$ cat src/rtl/rtr_opc_credit_tracker_pkg.sv
// Shared router helpers: packet-class derivation, flat (port, class) indexing, counter width.
package rtr_opc_credit_tracker_pkg;

    function automatic int calc_packet_classes(input int num_msg, input int num_res);
        return num_msg * num_res;
    endfunction

    // Flat vector element for an (output port, packet class) pair.
    function automatic int flat_idx(input int op, input int opc, input int num_pc);
        return op * num_pc + opc;
    endfunction

    function automatic int clog2(input int value);
        int result;
        result = 0;
        for (int i = 0; i < 31; i++) begin
            if ((1 << i) < value) begin
                result = i + 1;
            end
        end
        return result;
    endfunction

endpackage

$ cat src/rtl/rtr_opc_credit_tracker_entry.sv
// One (port, class) entry: saturating credit counter, allocation bit and registered flags.
// Check terms are only built when RTR_CREDIT_CHECK_EN is defined.
module rtr_opc_credit_entry #(
    parameter int buffer_size = 8,
    parameter int count_width = 4
) (
    input  logic clk,
    input  logic reset_n,
    input  logic debit,
    input  logic credit,
    input  logic alloc_set,
    input  logic tail_clr,
    output logic credit_avail,
    output logic vc_free
`ifdef RTR_CREDIT_CHECK_EN
    ,
    output logic check_err
`endif
);

    localparam logic [count_width-1:0] full_count = count_width'(buffer_size);
    localparam logic [count_width-1:0] one_count  = count_width'(1);

    logic [count_width-1:0] count_reg;
    logic [count_width-1:0] count_next;
    logic                   alloc_reg;
    logic                   alloc_next;
    logic                   credit_avail_reg;
    logic                   vc_free_reg;

    // A same-cycle debit and credit cancel; otherwise move one step and saturate at both ends.
    always_comb begin
        count_next = count_reg;
        if (debit && !credit) begin
            if (count_reg != '0) begin
                count_next = count_reg - one_count;
            end
        end else if (credit && !debit) begin
            if (count_reg != full_count) begin
                count_next = count_reg + one_count;
            end
        end
    end

    // Set wins over tail clear: the next packet is allocated on the tail cycle.
    assign alloc_next = alloc_set | (alloc_reg & ~tail_clr);

    always_ff @(posedge clk or negedge reset_n) begin
        if (!reset_n) begin
            count_reg        <= full_count;
            alloc_reg        <= 1'b0;
            credit_avail_reg <= 1'b1;
            vc_free_reg      <= 1'b1;
        end else begin
            count_reg        <= count_next;
            alloc_reg        <= alloc_next;
            credit_avail_reg <= (count_next != '0);
            vc_free_reg      <= !alloc_next && (count_next == full_count);
        end
    end

    assign credit_avail = credit_avail_reg;
    assign vc_free      = vc_free_reg;

`ifdef RTR_CREDIT_CHECK_EN
    assign check_err = (debit && (count_reg == '0))
                     | (credit && !debit && (count_reg == full_count))
                     | (alloc_set && alloc_reg && !tail_clr);
`endif

endmodule

$ cat src/rtl/rtr_opc_credit_tracker.sv
// Output-side credit and VC-state tracker: one entry per (output port, packet class).
// Define RTR_CREDIT_CHECK_EN to build the sticky protocol/saturation error flag.
module rtr_opc_credit_tracker
    import rtr_opc_credit_tracker_pkg::*;
#(
    parameter int num_message_classes = 2,
    parameter int num_resource_classes = 2,
    parameter int num_ports = 5,
    parameter int buffer_size = 8,
    localparam int num_packet_classes = calc_packet_classes(num_message_classes, num_resource_classes),
    localparam int num_entries = num_ports * num_packet_classes
) (
    input  logic                      clk,
    input  logic                      reset_n,
    input  logic                      alloc_valid,
    input  logic [0:num_ports-1]      alloc_op,
    input  logic [0:num_packet_classes-1] alloc_opc,
    input  logic                      debit_valid,
    input  logic [0:num_ports-1]      debit_op,
    input  logic [0:num_packet_classes-1] debit_opc,
    input  logic                      debit_tail,
    input  logic [0:num_entries-1]    cred_op_opc,
    output logic [0:num_entries-1]    credit_avail_op_opc,
    output logic [0:num_entries-1]    vc_free_op_opc,
    output logic                      error
);

    localparam int count_width = clog2(buffer_size + 1);

`ifdef RTR_CREDIT_CHECK_EN
    logic [0:num_entries-1] entry_err;
`endif

    // A malformed select updates every entry in the AND of port and class selects.
    for (genvar gi = 0; gi < num_ports; gi++) begin : g_port
        for (genvar gj = 0; gj < num_packet_classes; gj++) begin : g_class
            localparam int idx = flat_idx(gi, gj, num_packet_classes);
            logic debit_sel;
            logic alloc_sel;

            assign debit_sel = debit_valid & debit_op[gi] & debit_opc[gj];
            assign alloc_sel = alloc_valid & alloc_op[gi] & alloc_opc[gj];

            rtr_opc_credit_entry #(
                .buffer_size (buffer_size),
                .count_width (count_width)
            ) u_entry (
                .clk          (clk),
                .reset_n      (reset_n),
                .debit        (debit_sel),
                .credit       (cred_op_opc[idx]),
                .alloc_set    (alloc_sel),
                .tail_clr     (debit_sel & debit_tail),
                .credit_avail (credit_avail_op_opc[idx]),
                .vc_free      (vc_free_op_opc[idx])
`ifdef RTR_CREDIT_CHECK_EN
                ,
                .check_err    (entry_err[idx])
`endif
            );
        end
    end

`ifdef RTR_CREDIT_CHECK_EN
    logic select_err;
    logic error_reg;

    assign select_err = (alloc_valid && !($onehot(alloc_op) && $onehot(alloc_opc)))
                      | (debit_valid && !($onehot(debit_op) && $onehot(debit_opc)));

    always_ff @(posedge clk or negedge reset_n) begin
        if (!reset_n) begin
            error_reg <= 1'b0;
        end else begin
            error_reg <= error_reg | select_err | (|entry_err);
        end
    end

    assign error = error_reg;
`else
    assign error = 1'b0;
`endif

endmodule
$ cat config.mk
export PLATFORM = sky130hd
export DESIGN_NAME = rtr_opc_credit_tracker
export DESIGN_NICKNAME = d
export VERILOG_FILES = /design/src/rtl/rtr_opc_credit_tracker_pkg.sv /design/src/rtl/rtr_opc_credit_tracker_entry.sv /design/src/rtl/rtr_opc_credit_tracker.sv
export SDC_FILE = /design/constraint.sdc
export NUM_CORES = 1
export LEC_CHECK = 0
export CAP_MARGIN = 20
export CORE_ASPECT_RATIO = 2
export CORE_MARGIN = 2
export CORE_UTILIZATION = 50
export DETAILED_ROUTE_END_ITERATION = 10
export GPL_ROUTABILITY_DRIVEN = 0
export PLACE_DENSITY_LB_ADDON = 0.15
export SLEW_MARGIN = 20
export SYNTH_ARGS = -nofsm -noshare
export SYNTH_HDL_FRONTEND = slang
export SYNTH_SLANG_ARGS = --single-unit
$ cat constraint.sdc
create_clock -name clk -period 1.8 [get_ports clk]
set_input_delay 0.36 -clock clk [delete_from_list [all_inputs] [get_ports clk]]
set_output_delay 0.36 -clock clk [all_outputs]
set_load 0.01 [all_outputs]
# After elaboration in Yosys (flattened, before gate mapping)
# Index checks and enable logic that the tools add are counted.
dict set report classes {
  n_addsub 40
  mul 0
  div_mod_pow 0
  magnitude_cmp 0
  eq_ne 40
  shifts 0
  n_mux 80
  n_bitwise 130
  reduce_logical 160
}
# operator n
set ops {}
lappend ops {{two-way mux 4 bit} 80}
lappend ops {{nonzero test 4 bit} 40}
lappend ops {{bitwise AND 1 bit} 90}
lappend ops {{adder 4 x 1 -> 4 bit (second input constant)} 20}
lappend ops {{equality test 4 bit (second input constant)} 20}
lappend ops {{inequality test 4 bit (second input constant)} 20}
lappend ops {{subtractor 4 x 1 -> 4 bit (second input constant)} 20}
lappend ops {{logical AND 1 bit} 60}
lappend ops {{zero test 1 bit} 60}
lappend ops {{NOT 1 bit} 20}
lappend ops {{bitwise OR 1 bit} 20}
dict set report totals {
  reg_bits 140
  latchBits 0
  mem_bits_rw 0
  romBits 0
  input_bits 43
  out_inout_bits 41
  word_cells 530
  memories 0
}

# Longest topological paths before layout
# Gate-level depths: netlist of the first run.
dict set report depth {
  ltp_word 8
  mapped_depth 8
  ltp_nobuf 7
}

# By module
# From an unflattened synthesis of the first run, not the netlist that was laid out.
dict set report unflattened {
  cells_unflattened 870
  hier_area_um2 8883.5
}
# mod n_inst cells_each area_per_inst_um2 seq_area_each_um2
set by_module_without_submodules {}
lappend by_module_without_submodules {rtr_opc_credit_entry 20 40 420.4 178.9}
lappend by_module_without_submodules {rtr_opc_credit_tracker 1 70 475.5 0.0}

# Least setup slack after synthesis of the first run
# OpenSTA, ideal clock, no wires.
dict set report synth_path {
  kind {register to register}
  start {register g_port[4].g_class[0].u_entry.count_reg[0]}
  end {register g_port[4].g_class[0].u_entry.vc_free_reg}
  setup_ns 0.062
  t_arrival_ns 1.675
  required_ns 1.738
  path_slack_ns 0.063
  path_stages_with_launch 8
  n_path_buf 0
  synth_period_minus_slack_ns 1.737
  path_cell_list {dfrtp_1 -> inv_1 -> ha_1 -> nor3b_1 -> or4_1 -> nand4_1 -> nor4b_2 -> and3b_1}
}
dict set report synth_between {
  elab_chain_len 6
  word_cells_on_any_way 10
  cone_classes {add/sub: 2; eq/ne: 2; mux: 4; reduce/logical: 2}
}
# element line
set synth_lines {}
lappend synth_lines {{from (decl)} rtr_opc_credit_tracker_entry.sv:24} ;# logic [count_width-1:0] count_reg;
lappend synth_lines {{from (signal assigned)} rtr_opc_credit_tracker_entry.sv:50} ;# count_reg <= full_count;
lappend synth_lines {{from (signal assigned)} rtr_opc_credit_tracker_entry.sv:55} ;# count_reg <= count_next;
lappend synth_lines {{adder 4 x 1 -> 4 bit / inequality test 4 bit (equally long branches)} {rtr_opc_credit_tracker_entry.sv:40, rtr_opc_credit_tracker_entry.sv:39}}
lappend synth_lines {{two-way mux 4 bit} rtr_opc_credit_tracker_entry.sv:39} ;# if (count_reg != full_count) begin
lappend synth_lines {{two-way mux 4 bit} rtr_opc_credit_tracker_entry.sv:38} ;# end else if (credit && !debit) begin
lappend synth_lines {{two-way mux 4 bit *} rtr_opc_credit_tracker_entry.sv:34} ;# if (debit && !credit) begin
lappend synth_lines {{net g_port[4].g_class[0].u_entry.count_next[0]} rtr_opc_credit_tracker_entry.sv:25} ;# logic [count_width-1:0] count_next;
lappend synth_lines {{equality test 4 bit *} rtr_opc_credit_tracker_entry.sv:58} ;# vc_free_reg <= !alloc_next && (count_next == full_count);
lappend synth_lines {{logical AND 1 bit *} rtr_opc_credit_tracker_entry.sv:58}
lappend synth_lines {{to (signal assigned)} rtr_opc_credit_tracker_entry.sv:58}
lappend synth_lines {{to (decl)} rtr_opc_credit_tracker_entry.sv:29} ;# logic vc_free_reg;
# Mark *: on every way through the listed nets, which the timed path passes. The rest lies on a longest branch.

# Worst setup path after layout of the first run
dict set report layout_path {
  start {register g_port[4].g_class[0].u_entry.count_reg[1]}
  end {register g_port[4].g_class[0].u_entry.vc_free_reg}
}
dict set report layout_between {
  elab_chain_len 6
  word_cells_on_any_way 10
  cone_classes {add/sub: 2; eq/ne: 2; mux: 4; reduce/logical: 2}
}
# element line
set layout_lines {}
lappend layout_lines {{adder 4 x 1 -> 4 bit / inequality test 4 bit (equally long branches)} {rtr_opc_credit_tracker_entry.sv:40, rtr_opc_credit_tracker_entry.sv:39}}
lappend layout_lines {{two-way mux 4 bit} rtr_opc_credit_tracker_entry.sv:39}
lappend layout_lines {{two-way mux 4 bit} rtr_opc_credit_tracker_entry.sv:38}
lappend layout_lines {{two-way mux 4 bit *} rtr_opc_credit_tracker_entry.sv:34}
lappend layout_lines {{equality test 4 bit *} rtr_opc_credit_tracker_entry.sv:58}
lappend layout_lines {{logical AND 1 bit *} rtr_opc_credit_tracker_entry.sv:58}
# Mark *: on every way between the ends. The rest lies on a longest branch, timed or not.

==> results of run 1 <==
-- through the flow --
step,hold slack [ns],utilization [%],setup TNS (ns),power [mW]
after floorplan,0.0644,-,0,11.0
after global placement,0.320,64.5,-32.43,15.2
after detailed placement,0.319,64.5,-33.83,15.4
after CTS,0.437,69.6,-0.178,19.6
after global routing,0.456,73.6,-0.514,22.6
final,0.436,73.6,-0.0314,21.2
-- cells in the final DEF (no fill, tap or decap), drive strengths merged, types with 6 or more instances in the layout --
| master | n |
|---|---|
| a211o | 32 |
| a21boi | 7 |
| a21o | 28 |
| a21oi | 19 |
| a31oi | 37 |
| a32o | 19 |
| and3 | 21 |
| buf | 290 |
| clkbuf | 21 |
| clkdlybuf4s50 | 29 |
| clkinv | 6 |
| dfrtp | 80 |
| dfstp | 60 |
| dlygate4sd2 | 44 |
| dlymetal6s2s | 7 |
| ha | 40 |
| inv | 83 |
| mux2i | 11 |
| nand2 | 49 |
| nand2b | 13 |
| nand3 | 29 |
| nand3b | 18 |
| nand4 | 50 |
| nand4b | 27 |
| nor2 | 19 |
| nor2b | 43 |
| nor3 | 28 |
| nor3b | 35 |
| nor4 | 18 |
| o2111ai | 18 |
| o211ai | 50 |
| o21ai | 32 |
| o31ai | 9 |
| or4 | 40 |
| xnor2 | 6 |
-- worst max-delay path, cell delays in order, from the launching register on --
cell,delay [ns]
dfrtp_1,0.35
inv_1,0.05
ha_2,0.18
buf_6,0.11
and3b_1,0.19
buf_4,0.13
mux2i_2,0.17
a2bb2oi_2,0.10
nor4b_4,0.30
and3b_1,0.20
-- path summary, 6_finish.rpt --
| kind | start | to | slack (ns) | depth (start not counted) |
|---|---|---|---|---|
| min reg2reg | g_port[1].g_class[3].u_entry.alloc_reg | g_port[1].g_class[3].u_entry.alloc_reg | 0.54 | 1 |
| max in group asynchronous | reset_n | g_port[3].g_class[0].u_entry.credit_avail | 0.76 | 3 |
| min in group clk | g_port[1].g_class[3].u_entry.alloc_reg | g_port[1].g_class[3].u_entry.alloc_reg | 0.54 | 1 |
| max reg2reg | g_port[4].g_class[0].u_entry.count_reg[1] | g_port[4].g_class[0].u_entry.vc_free | -0.03 | 9 |
| max | g_port[4].g_class[0].u_entry.count_reg[1] | g_port[4].g_class[0].u_entry.vc_free | -0.03 | 9 |
| min | reset_n | g_port[2].g_class[3].u_entry.count_reg[2] | 0.44 | 2 |
-- power by group --
| part | leakage [nW] | internal [mW] | switching (mW) |
|---|---|---|---|
| registers | 1.55 | 4.67 | 1.26 |
| clock network | 0.305 | 2.23 | 1.49 |
| logic | 4.27 | 6.04 | 5.51 |
| total | 6.13 | 12.9 | 8.26 |
-- cell families after synthesis --
kind of cell	Yosys count
simple gates	407
compound gates	274
buf+inv	172
flops	140
fa+ha+maj	40
mux	15
xor+xnor	9
other cells	1
-- cell type report --
cell class / instances / area share, %
sequential: 140 / 25.2
clock inverter: 13 / 1.07
multi-input combinational: 746 / 43.3
inverter: 79 / 2.09
clock buffer: 19 / 3.35
tap: 259 / 2.28
antenna: 1 / 0.0176
timing repair buffer: 374 / 22.6
-- timing repair --
action                                  4_1_cts  5_1_grt
endpoints found under the setup margin       70       39
resized for setup                           100      130
pin swaps                                    13       46
cloned                                        1        2
hold endpoints to repair                     19        0
buffers inserted                             14       24
hold buffers                                  1        0
-- per-layer routing --
layer	GRT usage, %	vias to the layer above	wire length, um
met5	0	-	0
met4	17.1	0	1730
met3	4.10	112	1040
met2	52.2	308	16800
met1	28.1	4898	10700
li1	-	4622	-
==> run_results.csv, run 1 <==
group,metric,value,unit
clock_network,h-tree-depth,4,
sta,setup_viol,1,
power,p_leak,6.13,nW
clock_network,clock_latency,0.43,ns
placed_design,dp.cells,1562,
detailed_routing,routed_wl,30.2,mm
clock_network,clkTransAtPathRegs,0.07,ns
detailed_routing,first_pass_iters,5,
yosys,seq_area_frac_synth,36.6,%
layout,layout-drive-gt1-share,39.0,%
die,die_h,202,um
placed_design,hpwlAfterDp,20.9,mm
layout,stdcell_count,1631,
layout,syn_to_final_growth,45.2,%
die,core_area,0.0193,mm^2
status,run_status,"finished with violations",
sta,hold_violations,0,
status,violations,"negative setup slack",
sta,slew_headroom,65.7,%
placed_design,pre_cts_ws,-0.565,ns
yosys,yosysMostFrequentCell,"dfrtp_1",
detailed_routing,drtAntennaViolNets,0,
layout,largest_reg_flops,80,
detailed_routing,wl_per_cell,18.5,um
die,die_w,103,um
critical_path,cp-end-kind,"flip-flop",
sta,post-route-period-util,102,%
sta,drv_slew,0,
yosys,yosys.area.top_type,"dfrtp_1",
grt,grt_pass1_wl,46.2,mm
sta,worstMarginPinSlew,0.510,ns
yosys,netlist_area,0.00977,mm^2
yosys,ys_ff_latch,140,
grt,gr-total-overflow,0,
layout,fillers,1453,
critical_path,worst-setup-path-type,"reg -> reg",
die,core.rowCount,72,
clock_network,numClockSinks,140,
sta,fin_worst_skew,0.0107,ns
layout,register_area,0.00358,mm^2
yosys,postSynthAreaPerCell,9.24,um^2
power,p_per_area,1490,mW/mm^2
die,dieArea,0.0207,mm^2
min_path,hp-class,"in -> async",
yosys,synth-edff-count,0,
clock_network,cts_root_buffer,"clkbuf_16",
sta,fmax,0.546,GHz
die,design.portCount,84,
sta,setup_ws,-0.0314,ns
placed_design,place_area,0.0124,mm^2
yosys,synthArstFlopShare,100,%
yosys,synthMuxAreaShare,1.59,%
grt,grt_pass1_vias,10100,
die,start_util,50.7,%
critical_path,critPathLaunchType,"flip-flop",
critical_path,required,2.17,ns
detailed_routing,route.detailed.drc,0,
sta,rsz0062_at_grt,"yes",
clock_network,cts_tree,"built",
yosys,ys_types,56,
job,maxCapViolations,0,
detailed_routing,viasPerCell,6.09,
layout,fin_nets,1441,
yosys,synth.area.top_cells,"dfrtp_1 20%, dfstp_2 16%, ha_1 5.1%",
yosys,synth_top_family_by_area,"simple AND/OR/NAND/NOR gates",
yosys,netlist_instances,1058,
yosys,ys.flop_type,"dfrtp_1",
yosys,synth-xor-area-share,0.807,%
detailed_routing,drtIter0Drc,441,
yosys,synth_commonest_cells,"80 x dfrtp_1, 79 x inv_1, 60 x dfstp_2, 50 x nand4_1, 50 x o211ai_1",
yosys,synth_fa_ha_area_share,5.12,%
power,ir_worst_vdd,985,uV
grt,antenna_found_initial,1,
grt,grt_util_all_layers,28.1,%
yosys,synth_warnings,0,
yosys,yosys.area_share.simple,26.5,%
detailed_routing,num_vias,9940,
grt,grt_max_degree,50,
yosys,syn_nets,1141,
sta,final.min_clock_period,1.83,ns
critical_path,path_max_fanout,3,
layout,fin_area,0.0142,mm^2
clock_network,cts_buffers,17,
yosys,synth_top_area_share,20.5,%
layout,multi_input_area,0.00615,mm^2
critical_path,arrival,2.20,ns
yosys,synth_compound_area_share,20.6,%
clock_network,clk_path_buf_depth,2,
placed_design,port_buffers,82,
Note: power is estimated with default switching activity, not from simulation.
==> run 2: changes to the inputs <==
CORE_UTILIZATION = 30   (was 50)
PLACE_DENSITY_LB_ADDON = 0.25   (was 0.15)
==> run_results.csv, run 2 (same netlist as run 1, synthesis figures left out) <==
group,metric,value,unit
critical_path,path_max_fanout,3,
die,core_area,0.0321,mm^2
critical_path,worstRegToRegCells,5,
detailed_routing,viasPerCell,5.41,
detailed_routing,drtIter0Drc,450,
layout,layout_common_cells,"263 x buf_4, 79 x dfrtp_1, 68 x inv_1",
detailed_routing,first_pass_iters,5,
sta,post-route-period-util,101,%
clock_network,numClockSinks,140,
detailed_routing,drtAntennaViolNets,0,
grt,grt_pass1_vias,9811,
clock_network,clock_latency,0.45,ns
critical_path,reg2reg_from,"g_port[4].g_class[1].u_entry.count_reg[0]",
layout,stdcell_count,1787,
grt,antenna_found_initial,1,
power,seqPwrFrac,28.0,%
layout,layout-drive-gt1-share,37.8,%
power,ir_worst_vdd,853,uV
power,sw_frac_of_total,37.7,%
power,power_switching,7.95,mW
sta,setup_ws,-0.00978,ns
critical_path,critPathLaunchType,"flip-flop",
placed_design,place_area,0.0126,mm^2
sta,drv_slew,0,
grt,gr-total-overflow,0,
layout,fin_area,0.0141,mm^2
grt,grt_max_degree,45,
clock_network,h-tree-depth,4,
critical_path,crit_chain,"ha_1, nand3_1, mux2_2, a2bb2o_2, or4_4",
die,start_util,30.4,%
placed_design,hpwlAfterDp,22.5,mm
sta,hold_violations,0,
clock_network,cts_buffers,17,
clock_network,clkTransAtPathRegs,0.06,ns
critical_path,required,2.16,ns
layout,fillers,3208,
detailed_routing,wl_per_cell,17.3,um
status,run_status,"finished with violations",
detailed_routing,route.detailed.drc,0,
die,die_h,259,um
sta,setup_viol,3,
critical_path,r2r_end,"g_port[4].g_class[1].u_entry.credit_avail",
critical_path,crit_slowest_cell,"or4_4",
sta,fin_worst_skew,0.00667,ns
layout,final_common_cell,"buf_4",
critical_path,cpPeakStageDelay,0.53,ns
layout,fin_nets,1429,
clock_network,clk_path_buf_depth,2,
detailed_routing,routed_wl,31.0,mm
clock_network,cts_root_buffer,"clkbuf_16",
power,p_per_area,1490,mW/mm^2
placed_design,dp.cells,1725,
critical_path,worst-setup-path-type,"reg -> reg",
die,die_w,132,um
sta,final.min_clock_period,1.81,ns
min_path,hp-class,"in -> async",
grt,grt_util_all_layers,17.4,%
placed_design,port_buffers,82,
power,power_frac_comb,53.2,%
critical_path,cp-end-kind,"flip-flop",
die,core.rowCount,93,
sta,fmax,0.553,GHz
clock_network,cts_tree,"built",
detailed_routing,num_vias,9665,
critical_path,arrival,2.17,ns
power,p_leak,6.00,nW
power,p_int,13.2,mW
sta,setup-tns-final,-0.0258,ns
status,violations,"negative setup slack",
critical_path,regToRegSetupSlack,-0.01,ns
die,dieArea,0.0341,mm^2
layout,syn_to_final_growth,44.6,%
placed_design,pre_cts_ws,-0.668,ns
grt,grt_pass1_wl,47.7,mm
sta,rsz0062_at_grt,"yes",
power,power,21.1,mW
job,maxCapViolations,0,
layout,largest_reg_flops,80,
die,design.portCount,84,
power,clockPowerShare,18.8,%
==> run 2: cell type report <==
class	instances	area (um^2)	area share, %
diodes	1	2.50	0.0177
clock buffers	19	443	3.13
clock inverters	13	211	1.50
inverters	79	297	2.10
multi-input cells	746	6000	42.5
flip-flops and latches	140	3580	25.3
well taps	427	534	3.78
repair buffers	362	3060	21.7
==> run 2: through the flow <==
step / hold WS, ns / utilization, %
after floorplan: 0.0644 / -
after global placement: 0.279 / 39.3
after detailed placement: 0.281 / 39.3
after CTS: 0.366 / 42.1
after global routing: 0.395 / 44.0
final: 0.373 / 44.0
==> run 2: worst max-delay path, delay by kind of cell (launching register included) <==
kind            cells  cell delay, ns
fa+ha+maj           1            0.24
mux                 1            0.16
compound gates      1            0.27
simple gates        2            0.65
flops               1            0.41
==> run 2: what timing repair did <==
action | 4_1_cts | 5_1_grt
gates resized for setup | 92 | 104
hold buffers | 1 | 0
pin swaps | 12 | 47
setup endpoints to repair | 73 | 37
hold endpoints to repair | 12 | 0
setup buffers | 14 | 15
cloned | 0 | 2
==> run 2: worst max-delay path by stage <==
stage                                         startpoint                                        end  slack, ns
3_3_place_gp                                debit_opc[0]       g_port[3].g_class[0].u_entry.vc_free      -0.64
4_1_cts        g_port[3].g_class[1].u_entry.count_reg[1]       g_port[3].g_class[1].u_entry.vc_free      -0.07
3_5_place_dp                                 debit_op[4]  g_port[4].g_class[1].u_entry.credit_avail      -0.67
5_1_grt        g_port[4].g_class[0].u_entry.count_reg[0]       g_port[4].g_class[0].u_entry.vc_free      -0.11
2_1_floorplan  g_port[4].g_class[0].u_entry.count_reg[0]       g_port[4].g_class[0].u_entry.vc_free       0.06
6_report       g_port[4].g_class[1].u_entry.count_reg[0]  g_port[4].g_class[1].u_entry.credit_avail      -0.01
==> run 2: metal layers <==
layer,share of wire [%],up-vias,global-route usage (%)
met4,4.4,0,9.54
met5,0,-,0
met2,56,191,34.2
met3,2.8,71,2.95
met1,36,4795,17.0
li1,-,4608,-
==> run 2: power groups by stage <==
stage          Clock, mW  Combinational (mW)  Sequential (mW)
4_1_cts             4.10                10.2             5.78
5_1_grt             4.20                12.4             6.12
2_1_floorplan          0                5.31             5.70
3_5_place_dp           0                9.89             5.75
6_report            3.96                11.2             5.92
3_3_place_gp           0                9.77             5.74
==> run 3: changes to the inputs <==
CTS_CLUSTER_DIAMETER = 200   (was default)
SLEW_MARGIN = default   (was 20)
==> results of run 3 <==
Final layout, timing and power as in run 2 (identical DEF).
